==> src/rtl/tone_sequencer.sv <==
// Melody sequencer: plays a 16-entry note table onto the one-hot tone select and the noise enable.
// Each entry has a 4-bit code and a 12-bit duration in ticks; a fixed silent gap follows every played entry.
module tone_sequencer #(
    parameter int TICK_DIV  = 50000,
    parameter int GAP_TICKS = 10
) (
    input  logic        clk_clk,
    input  logic        reset_reset_n,
    input  logic        wr_en,
    input  logic [3:0]  wr_addr,
    input  logic [15:0] wr_data,
    input  logic [4:0]  len,
    input  logic        loop,
    input  logic        start,
    input  logic        stop,
    output logic        busy,
    output logic        done,
    output logic [3:0]  cur_idx,
    output logic [9:0]  sel_nota,
    output logic        noise_en
);

    // state   | meaning
    // S_IDLE  | waiting for start, outputs silent
    // S_FETCH | one cycle: read mem[idx], skip zero-duration entries
    // S_PLAY  | drive the entry's tone/noise for duration ticks
    // S_GAP   | silent for GAP_TICKS ticks between entries
    typedef enum logic [1:0] {S_IDLE, S_FETCH, S_PLAY, S_GAP} state_t;

    localparam int PW = $clog2(TICK_DIV);
    localparam int GW = (GAP_TICKS > 0) ? $clog2(GAP_TICKS + 1) : 1;
    localparam int CW = (GW > 12) ? GW : 12;
    localparam logic [PW-1:0] PRESC_TC = PW'(TICK_DIV - 1);
    localparam logic [CW-1:0] GAP_TC   = CW'(GAP_TICKS);

    logic [15:0] mem_q [16];

    state_t        state_q, state_d;
    logic [3:0]    idx_q, idx_d;
    logic [4:0]    len_q, len_d;
    logic [11:0]   dur_q, dur_d;
    logic [PW-1:0] presc_q, presc_d;
    logic [CW-1:0] tick_q, tick_d;
    logic          busy_q, busy_d;
    logic          done_q, done_d;
    logic [9:0]    sel_q, sel_d;
    logic          noise_q, noise_d;

    logic [15:0]   fetch_word;
    logic [3:0]    fetch_code;
    logic [11:0]   fetch_dur;
    logic          tick_now;
    logic [CW-1:0] tick_inc;
    logic [4:0]    idx_inc;
    logic          last;
    logic          advance;

    // Table is deliberately not reset; writes are honoured in every state.
    always_ff @(posedge clk_clk) begin
        if (wr_en) mem_q[wr_addr] <= wr_data;
    end

    always_comb begin
        fetch_word = mem_q[idx_q];
        fetch_code = fetch_word[15:12];
        fetch_dur  = fetch_word[11:0];
        tick_now   = (presc_q == PRESC_TC);
        tick_inc   = tick_q + CW'(1);
        idx_inc    = {1'b0, idx_q} + 5'd1;
        last       = (idx_inc >= len_q);
        advance    = 1'b0;

        state_d = state_q;
        idx_d   = idx_q;
        len_d   = len_q;
        dur_d   = dur_q;
        presc_d = presc_q;
        tick_d  = tick_q;
        busy_d  = busy_q;
        done_d  = 1'b0;
        sel_d   = sel_q;
        noise_d = noise_q;

        unique case (state_q)
            S_IDLE: begin
                if (start && !stop && (len != 5'd0)) begin
                    len_d   = (len > 5'd16) ? 5'd16 : len;
                    idx_d   = 4'd0;
                    busy_d  = 1'b1;
                    state_d = S_FETCH;
                end
            end
            S_FETCH: begin
                dur_d = fetch_dur;
                if (fetch_dur != 12'd0) begin
                    state_d = S_PLAY;
                    presc_d = '0;
                    tick_d  = '0;
                    sel_d   = (fetch_code <= 4'd9) ? (10'd1 << fetch_code) : 10'd0;
                    noise_d = (fetch_code == 4'd14);
                end else begin
                    advance = 1'b1;
                end
            end
            S_PLAY: begin
                if (tick_now) begin
                    presc_d = '0;
                    if (tick_inc == CW'(dur_q)) begin
                        if (GAP_TICKS != 0) begin
                            state_d = S_GAP;
                            tick_d  = '0;
                            sel_d   = 10'd0;
                            noise_d = 1'b0;
                        end else begin
                            advance = 1'b1;
                        end
                    end else begin
                        tick_d = tick_inc;
                    end
                end else begin
                    presc_d = presc_q + PW'(1);
                end
            end
            S_GAP: begin
                if (tick_now) begin
                    presc_d = '0;
                    if (tick_inc == GAP_TC) advance = 1'b1;
                    else                    tick_d  = tick_inc;
                end else begin
                    presc_d = presc_q + PW'(1);
                end
            end
        endcase

        if (advance) begin
            sel_d   = 10'd0;
            noise_d = 1'b0;
            if (!last) begin
                idx_d   = idx_inc[3:0];
                state_d = S_FETCH;
            end else if (loop) begin
                idx_d   = 4'd0;
                state_d = S_FETCH;
            end else begin
                done_d  = 1'b1;
                busy_d  = 1'b0;
                state_d = S_IDLE;
            end
        end

        // Abort wins over everything, including a completion in the same cycle.
        if (stop && (state_q != S_IDLE)) begin
            state_d = S_IDLE;
            busy_d  = 1'b0;
            done_d  = 1'b0;
            sel_d   = 10'd0;
            noise_d = 1'b0;
        end
    end

    always_ff @(posedge clk_clk or negedge reset_reset_n) begin
        if (!reset_reset_n) begin
            state_q <= S_IDLE;
            idx_q   <= 4'd0;
            len_q   <= 5'd0;
            dur_q   <= 12'd0;
            presc_q <= '0;
            tick_q  <= '0;
            busy_q  <= 1'b0;
            done_q  <= 1'b0;
            sel_q   <= 10'd0;
            noise_q <= 1'b0;
        end else begin
            state_q <= state_d;
            idx_q   <= idx_d;
            len_q   <= len_d;
            dur_q   <= dur_d;
            presc_q <= presc_d;
            tick_q  <= tick_d;
            busy_q  <= busy_d;
            done_q  <= done_d;
            sel_q   <= sel_d;
            noise_q <= noise_d;
        end
    end

    assign busy     = busy_q;
    assign done     = done_q;
    assign cur_idx  = idx_q;
    assign sel_nota = sel_q;
    assign noise_en = noise_q;

endmodule

==> config.mk <==
export PLATFORM = sky130hd
export DESIGN_NAME = tone_sequencer
export DESIGN_NICKNAME = d
export VERILOG_FILES = /design/src/rtl/tone_sequencer.sv
export SDC_FILE = /design/constraint.sdc
export NUM_CORES = 1
export LEC_CHECK = 0
export CAP_MARGIN = 20
export CORE_UTILIZATION = 50
export CTS_CLUSTER_DIAMETER = 30
export DETAILED_ROUTE_END_ITERATION = 7
export HOLD_SLACK_MARGIN = 0.05
export PLACE_DENSITY = 0.69
export SYNTH_ARGS = -nofsm -noshare
export SYNTH_HDL_FRONTEND = slang
export SYNTH_SLANG_ARGS = --single-unit
==> constraint.sdc <==
create_clock -name clk_clk -period 7.25 [get_ports clk_clk]
set_input_delay 1.45 -clock clk_clk [delete_from_list [all_inputs] [get_ports clk_clk]]
set_output_delay 1.45 -clock clk_clk [all_outputs]
set_load 0.02 [all_outputs]
==> results.json, run 1 <==
{
  "status": "complete, no violations",
  "clock-root-buffer": "clkbuf_16",
  "synth_edf_count": 256,
  "vias": 8507,
  "final_cell_mix": "edfxtp_1 (256), dfrtp_1 (61), clkbuf_16 (60)",
  "routabilityCongestion": 0.830,
  "min_period_ns": 4.16,
  "worst-setup-path-type": "register to register",
  "tightestPinTransition_ns": 1.10,
  "post_cts_buffers": 0,
  "cts_resized": 0,
  "fillers": 2034,
  "fmax_mhz": 240,
  "synth.avg_cell_area_um2": 15.3,
  "dp.cells": 1324,
  "hold_start": "len_q[3]",
  "cts_hold_buf": 0,
  "clk_latency_ns": 0.58,
  "start_util_pct": 50.9,
  "die-area_mm2": 0.0290,
  "utilization_pct": 62.4,
  "fin_cells": 1438,
  "p_clk_share_pct": 50.8,
  "drv_slew": 0,
  "p_sw_mw": 1.47,
  "drv_cap": 0,
  "p_per_area_mw_per_mm2": 344,
  "synth_seq_cells": 320,
  "rsz0062_at_grt": "no",
  "relSlewSlack_pct": 26.4,
  "comb_power_share_pct": 12.5,
  "end_kind": "register",
  "grt-ovfl-total": 0,
  "hold_viol": 0,
  "p_sw_share_pct": 24.6,
  "final_common_cell": "edfxtp_1",
  "core-area_mm2": 0.0278,
  "peakVddDrop_mv": 0.284,
  "fp-row-count": 61,
  "syn_area_mm2": 0.0141,
  "grt_max_degree": 65,
  "htree_levels": 2,
  "r2r-start": "cur_idx[1]",
  "ios": 48,
  "ys_warn_count": 0,
  "crit_start": "cur_idx[1]",
  "drcViolationCount": 0,
  "fin_worst_skew_ns": 0.0433,
  "worstPathArrival_ns": 4.61,
  "hold_class": "register to register",
  "yosysSeqAreaShare_pct": 65.6,
  "grt.total_usage_pct": 22.9,
  "chipWidth_um": 170,
  "finalSetupTns_ns": 0,
  "ant_nets": 0,
  "cts_tree": "done",
  "post_drt_wl_per_cell_um": 21.9,
  "clockBufferDepth": 3,
  "vias_per_cell": 5.92,
  "multiInputGateArea_mm2": 0.00454,
  "setup_viol": 0,
  "critPathLaunchType": "register",
  "clk_pin_slew_ns": 0.04,
  "leakagePower_nw": 5.98,
  "p_int_mw": 4.49,
  "finalNetCount": 1054,
  "seqPwrFrac_pct": 36.7,
  "area_growth_pct": 22.4,
  "grt_pass1_vias": 8617,
  "fin_crit_sh_pct": 57.4,
  "crit_fanout": 32,
  "routed_wl_mm": 31.5,
  "die_y_um": 170,
  "n_antenna_cell": 0,
  "required_ns": 7.70,
  "drt-initial-drc-count": 844,
  "io_buffer_count": 47,
  "clock-sinks": 320,
  "grt_pass1_wl_mm": 49.7,
  "antenna_found_initial": 0,
  "ys_async_sr_fraction_pct": 20.0,
  "numCtsBuffers": 60,
  "synth.distinct_cells": 70,
  "syn_inst": 924,
  "dp_hpwl_mm": 18.9,
  "firstDrtPassIters": 5,
  "seqCellArea_mm2": 0.00930,
  "drive_gt1_share_pct": 21.3,
  "synth_fp_nets": 969,
  "ys.flop_type": "edfxtp_1"
}
-- stage by stage --
step                cell area, um2  power [mW]  hold WS (ns)  setup WS, ns
floorplan                    14100        2.73         0.450          3.74
global placement             15000        2.94         0.468          3.12
detailed placement           15100        2.96         0.482          3.07
CTS                          17300        6.00         0.490          3.08
global route                 17300        6.19         0.513          2.79
finish                       17300        5.96         0.483          3.09
-- per-layer routing --
layer  part of all wire, %  vias to the layer above  GRT usage [%]
met5                     0                        -              0
met4                   2.3                        0           7.36
met3                   6.7                       69           3.86
met2                    47                      322           35.1
met1                    44                     4289           33.4
li1                      -                     3827              -
-- cell usage after synthesis, drive strengths merged (5+ instances only) --
| cell | count | area [um2] |
|---|---|---|
| dfrtp | 64 | 1600 |
| nor2b | 11 | 68.8 |
| inv | 27 | 101 |
| mux4 | 54 | 1230 |
| nand2 | 51 | 191 |
| xnor2 | 9 | 78.8 |
| a211oi | 6 | 45.0 |
| nor3 | 22 | 115 |
| o41ai | 5 | 58.8 |
| nor4 | 7 | 56.3 |
| mux2i | 43 | 430 |
| nor2 | 56 | 213 |
| a22o | 9 | 78.8 |
| o21ai | 50 | 250 |
| mux2 | 14 | 158 |
| nand4 | 16 | 100 |
| and3 | 11 | 68.8 |
| buf | 29 | 213 |
| o22ai | 5 | 31.3 |
| o31ai | 12 | 90.1 |
| clkbuf | 17 | 63.8 |
| xor2 | 7 | 61.3 |
| ha | 14 | 175 |
| nand3 | 23 | 115 |
| edfxtp | 256 | 7690 |
| a21oi | 14 | 81.3 |
| nand2b | 23 | 144 |
-- logic make-up after synthesis --
family / Yosys count / share of synthesized area [%]
xor+xnor: 19 / 1.47
fa+ha+maj: 14 / 1.24
compound gates: 141 / 7.07
simple gates: 246 / 9.05
mux: 111 / 12.9
buf+inv: 73 / 2.67
flops: 320 / 65.6
-- registers in the layout (all words and copies together), names as in the netlist, 2 cells and up --
| signal | cells |
|---|---|
| sel_nota | 10 |
| state_q | 2 |
| tick_q | 12 |
| mem_q | 256 |
| presc_q | 16 |
| dur_q | 12 |
| cur_idx | 4 |
| len_q | 5 |
-- layout make-up --
class                   count  share of cell area, %
flip-flops and latches    320                   53.7
multi-input cells         531                   26.2
clock buffers              62                   8.71
clock inverters            51                   4.22
repair buffers             69                   3.89
well taps                 378                   2.73
inverters                  27                  0.585
-- final timing paths --
path | endpoint | cells past startpoint | slack (ns)
worst max-delay path | noise_en | 9 | 3.09
worst min-delay path | len_q[3] | 2 | 0.48
worst max register to register | noise_en | 9 | 3.09
worst min register to register | len_q[3] | 2 | 0.48
max in group asynchronous | cur_idx[2] | 2 | 5.55
min in group asynchronous | dur_q[5] | 2 | 1.08
-- worst max-delay path, stage by stage (launching register included) --
cell and delay [ns]:
dfrtp_2 0.87, buf_4 0.50, mux4_2 0.55, mux2i_1 0.21, a21bo_2 0.27, nor4_2 0.33
o2111ai_2 0.26, o21a_4 0.28, a21oi_4 0.40, mux2_2 0.38
-- power groups by stage --
stage | combinational [mW] | sequential [mW] | clock (mW)
2_1_floorplan | 0.522 | 2.21 | 0
3_3_place_gp | 0.728 | 2.21 | 0
3_5_place_dp | 0.745 | 2.22 | 0
4_1_cts | 0.750 | 2.19 | 3.06
5_1_grt | 0.839 | 2.20 | 3.15
6_report | 0.747 | 2.19 | 3.03
Power figures use the tool's default switching activity.
==> run 2, diff against run 1 <==
--- a/config.mk
+++ b/config.mk
@@ -10,7 +10,7 @@
 export CTS_CLUSTER_DIAMETER = 30
 export DETAILED_ROUTE_END_ITERATION = 7
 export HOLD_SLACK_MARGIN = 0.05
-export PLACE_DENSITY = 0.69
+export PLACE_DENSITY = 0.72
 export SYNTH_ARGS = -nofsm -noshare
 export SYNTH_HDL_FRONTEND = slang
 export SYNTH_SLANG_ARGS = --single-unit
==> constraint.sdc (replaced) <==
create_clock -name clk_clk -period 3.53 [get_ports clk_clk]
set_input_delay 0.706 -clock clk_clk [delete_from_list [all_inputs] [get_ports clk_clk]]
set_output_delay 0.706 -clock clk_clk [all_outputs]
set_load 0.02 [all_outputs]
==> results.json, run 2 (synthesis results as in run 1) <==
{
  "seqCellArea_mm2": 0.00930,
  "critPathLaunchType": "register",
  "numCtsBuffers": 61,
  "largest_register_ffs": 256,
  "dp_hpwl_mm": 19.5,
  "worstPathArrival_ns": 3.79,
  "required_ns": 3.98,
  "die_y_um": 170,
  "finalSetupTns_ns": 0,
  "final_common_cell": "edfxtp_1",
  "finalNetCount": 1084,
  "routed_wl_mm": 33.3,
  "drt-initial-drc-count": 847,
  "end_kind": "register",
  "grt-ovfl-total": 0,
  "grt.total_usage_pct": 23.8,
  "final_cell_mix": "edfxtp_1 (256), clkbuf_16 (62), dfrtp_1 (61)",
  "dp.cells": 1354,
  "post_drt_wl_per_cell_um": 22.6,
  "r2r_cells": 8,
  "rsz0062_at_grt": "no",
  "max_stage_delay_ns": 0.63,
  "htree_levels": 2,
  "vias_per_cell": 5.88,
  "drcViolationCount": 0,
  "slowest_stage": "dfrtp_4",
  "grt_pass1_wl_mm": 51.0,
  "cts_tree": "done",
  "p_sw_share_pct": 26.5,
  "area_growth_pct": 22.8,
  "top_register": "mem_q",
  "clock-sinks": 320,
  "antenna_found_initial": 0,
  "die-area_mm2": 0.0290,
  "r2r-start": "cur_idx[1]",
  "crit_chain": "mux4_1 > mux2_2 > a41o_1 > nor3_2 > o2111ai_2 > o21a_4 > a21oi_4 > mux2_2",
  "clk_pin_slew_ns": 0.05,
  "leakagePower_nw": 6.05,
  "tightestPinTransition_ns": 0.977,
  "p_per_area_mw_per_mm2": 682,
  "setup_viol": 0,
  "fmax_mhz": 300,
  "post_cts_buffers": 0,
  "clk_latency_ns": 0.59,
  "clockBufferDepth": 3,
  "clock-root-buffer": "clkbuf_16",
  "hold_viol": 0,
  "status": "complete, no violations",
  "fin_worst_skew_ns": 0.0405,
  "largestRegisters": "mem_q: 256 flops, presc_q: 16 flops",
  "n_antenna_cell": 0,
  "worstReg2RegEnd": "noise_en",
  "start_util_pct": 50.9,
  "seqPwrFrac_pct": 38.0,
  "crit_fanout": 20,
  "peakVddDrop_mv": 0.409,
  "fin_cells": 1469,
  "vias": 8632,
  "drive_gt1_share_pct": 23.7,
  "chipWidth_um": 170,
  "p_sw_mw": 3.15,
  "grt_pass1_vias": 8707,
  "relSlewSlack_pct": 34.9,
  "ios": 48,
  "grt_max_degree": 43,
  "p_clk_share_pct": 48.4,
  "fillers": 2028,
  "comb_power_share_pct": 13.6,
  "firstDrtPassIters": 5,
  "hold_class": "primary input to asynchronous set/reset pin",
  "worst-setup-path-type": "register to register",
  "fp-row-count": 61,
  "cpMostUsedCell": "mux2_2",
  "drv_slew": 0,
  "min_period_ns": 3.34,
  "multiInputGateArea_mm2": 0.00453,
  "fin_crit_sh_pct": 94.6,
  "routabilityCongestion": 0.893,
  "r2r_slack_ns": 0.19,
  "core-area_mm2": 0.0278,
  "drv_cap": 0,
  "ant_nets": 0,
  "p_int_mw": 8.71,
  "utilization_pct": 62.6,
  "io_buffer_count": 47
}
==> run 2: changes by cell type in the layout (fill, tap and decap cells not counted), moves of 2 or more <==
cell        previous run  this run
clkbuf_8               0         2
clkinv_1               8         3
inv_6                  3         7
buf_16                 2         0
clkbuf_16             60        62
clkinvlp_4             6         8
clkinv_4               5        10
clkbuf_1               2         4
buf_4                 19        49
bufinv_16             16         6
buf_12                 0         2
==> run 2: repair_timing <==
action / CTS / global route
hold endpoints to repair: 0 / 0
gates resized for setup: 0 / 1
hold buffers: 0 / 0
setup endpoints to repair: 0 / 17
==> run 2: area by class of cell <==
type	count	share of cell area, %
Timing Repair Buffer	98	5.03
Inverter	27	0.583
Multi-Input combinational cell	531	26.1
Tap cell	378	2.72
Sequential cell	320	53.5
Clock buffer	68	9.17
Clock inverter	47	2.91
==> run 2: how the worst max path moves through the flow <==
stage                    start     endpoint  slack (ns)  depth (start not counted)
detailed placement  cur_idx[1]  sel_nota[4]        0.17                          9
floorplan            tick_q[1]  sel_nota[8]        0.43                         10
CTS                 cur_idx[1]     noise_en        0.08                          8
global placement    cur_idx[1]     noise_en        0.23                          8
global route         tick_q[0]  sel_nota[2]        0.03                          9
finish              cur_idx[1]     noise_en        0.19                          8
==> run 2: routing by layer <==
layer | vias up | GRT usage, % | share of wire [%]
met5 | - | 0 | 0
met4 | 0 | 8.77 | 2.7
met3 | 71 | 4.28 | 7.0
met2 | 363 | 38.4 | 48
met1 | 4312 | 32.6 | 43
li1 | 3886 | - | -
==> run 2: metrics by stage <==
stage / hold WS (ns) / power (mW) / worst slack (ns) / instance area (um2)
finish: 0.305 / 11.9 / 0.191 / 17400
global route: 0.366 / 12.3 / 0.0281 / 17400
CTS: 0.320 / 11.9 / 0.0809 / 17400
detailed placement: 0.477 / 6.15 / 0.171 / 15300
global placement: 0.470 / 6.12 / 0.232 / 15300
floorplan: 0.410 / 5.61 / 0.433 / 14100
==> run 2: power by group through the flow <==
stage               logic (mW)  clock network, mW  registers [mW]
floorplan                 1.07                  0            4.53
CTS                       1.60               5.80            4.50
finish                    1.61               5.74            4.50
global route              1.77               6.00            4.53
detailed placement        1.59                  0            4.57
global placement          1.56                  0            4.56
==> run 2: critical path: cells and delay by family (launching register included) <==
family / cells / cell delay, ns
DFF: 1 / 0.63
AOI/OAI and AO/OA: 4 / 1.05
muxes: 3 / 1.33
and+or+nand+nor: 1 / 0.17
==> run 3, diff against run 2 <==
--- a/config.mk
+++ b/config.mk
@@ -7,7 +7,7 @@
 export LEC_CHECK = 0
 export CAP_MARGIN = 20
 export CORE_UTILIZATION = 50
-export CTS_CLUSTER_DIAMETER = 30
+export CTS_CLUSTER_DIAMETER = 80
 export DETAILED_ROUTE_END_ITERATION = 7
 export HOLD_SLACK_MARGIN = 0.05
 export PLACE_DENSITY = 0.72
==> results.json, run 3 (synthesis results as in run 1) <==
{
  "htree_levels": 2,
  "grt.total_usage_pct": 22.5,
  "start_util_pct": 50.9,
  "clockBufferDepth": 3,
  "fillers": 2139,
  "largest_register_ffs": 256,
  "die-area_mm2": 0.0290,
  "fp-row-count": 61,
  "hold_class": "primary input to asynchronous set/reset pin",
  "crit_fanout": 20,
  "status": "complete, no violations",
  "clock-root-buffer": "clkbuf_16",
  "finalSetupTns_ns": 0,
  "place_area_mm2": 0.0153,
  "grt_pass1_vias": 8227,
  "preCtsSetupSlack_ns": 0.171,
  "ios": 48,
  "clk_pin_slew_ns": 0.06,
  "clk_latency_ns": 0.52,
  "worst_slack_ns": 0.151,
  "vias_per_cell": 5.93,
  "top_register": "mem_q",
  "drcViolationCount": 0,
  "routed_wl_mm": 31.4,
  "antenna_found_initial": 0,
  "chipWidth_um": 170,
  "post_drt_wl_per_cell_um": 22.1,
  "min_period_ns": 3.38,
  "worstPathArrival_ns": 3.81,
  "clock-sinks": 320,
  "grt-ovfl-total": 0,
  "peakVddDrop_mv": 0.385,
  "cts_hold_buf": 0,
  "firstDrtPassIters": 5,
  "fin_worst_skew_ns": 0.00729,
  "p_per_area_mw_per_mm2": 588,
  "largestRegisters": "mem_q: 256 flops, presc_q: 16 flops",
  "worst-setup-path-type": "register to register",
  "setup_viol": 0,
  "tightestPinTransition_ns": 0.968,
  "cts_tree": "done",
  "die_y_um": 170,
  "stdcell_area_mm2": 0.0164,
  "critPathLaunchType": "register",
  "finalNetCount": 1058,
  "rsz0062_at_grt": "no",
  "drive_gt1_share_pct": 19.1,
  "numCtsBuffers": 35,
  "dp_hpwl_mm": 19.5,
  "grt_max_degree": 43,
  "area_growth_pct": 15.8,
  "core-area_mm2": 0.0278,
  "leakagePower_nw": 5.57,
  "drv_cap": 0,
  "n_antenna_cell": 0,
  "fmax_mhz": 296,
  "drv_slew": 0,
  "fin_crit_sh_pct": 95.7,
  "grt_pass1_wl_mm": 48.2,
  "io_buffer_count": 47,
  "ant_nets": 0,
  "required_ns": 3.96,
  "end_kind": "register",
  "routabilityCongestion": 0.893,
  "drt-initial-drc-count": 1035,
  "final_common_cell": "edfxtp_1",
  "relSlewSlack_pct": 35.5,
  "hold_viol": 0,
  "vias": 8394,
  "final_cell_mix": "edfxtp_1 (256), dfrtp_1 (61), nand2_1 (51)"
}
-- run 3: cell count changes in the layout (fill, tap and decap cells not counted), sizes merged --
cell      before  now
clkbuf        68   44
clkinv        25   12
inv           35   29
bufinv         6    3
clkinvlp       8    1
-- run 3: timing repair --
item	in CTS	in global routing
resized for setup	0	2
setup buffers	0	0
endpoints found under the setup margin	0	15
-- run 3: final cells by class --
class                   count  area (um2)  area share [%]
clock buffers              44         920            5.61
clock inverters            18         180            1.10
inverters                  27         101           0.619
multi-input cells         531        4540            27.7
flip-flops and latches    320        9300            56.8
well taps                 378         473            2.89
repair buffers             98         873            5.33
-- run 3: stage by stage --
stage | utilization, % | hold WS (ns) | cells | power [mW]
after global placement | 55.0 | 0.470 | 1354 | 6.12
after floorplan | - | 0.410 | 924 | 5.61
final | 59.0 | 0.345 | 1416 | 9.64
after CTS | 58.9 | 0.370 | 1416 | 9.67
after detailed placement | 55.0 | 0.477 | 1354 | 6.15
after global routing | 59.0 | 0.418 | 1416 | 10.0
-- run 3: worst paths after layout --
check,startpoint,to,slack (ns),depth (start not counted)
max reg2reg,cur_idx[1],sel_nota[3],0.15,9
min,reset_reset_n,tick_q[3],0.35,1
max in group asynchronous,reset_reset_n,cur_idx[2],2.35,2
min in group clk_clk,len_q[3],len_q[3],0.48,2
max,cur_idx[1],sel_nota[3],0.15,9
min reg2reg,len_q[3],len_q[3],0.48,2
-- run 3: worst max-delay path: stages (launching register included) --
cell,delay [ns]
dfrtp_4,0.62
mux4_2,0.54
mux2i_1,0.26
a21bo_2,0.28
nor4_2,0.36
o2111ai_2,0.25
o21a_4,0.27
a21oi_4,0.28
buf_4,0.21
mux2i_1,0.21
-- run 3: power by group --
part           internal, mW  switching [mW]  leakage, nW
registers              4.31           0.189         3.16
clock network          2.08            1.45        0.533
logic                 0.669           0.944         1.88
total                  7.05            2.58         5.57
-- run 3: per-layer routing --
| metal | track usage [%] | routed length, um | up-vias |
|---|---|---|---|
| li1 | - | - | 3798 |
| met5 | 0 | 0 | - |
| met4 | 8.62 | 921 | 0 |
| met3 | 3.88 | 2120 | 74 |
| met1 | 31.8 | 13600 | 4202 |
| met2 | 35.0 | 14700 | 320 |
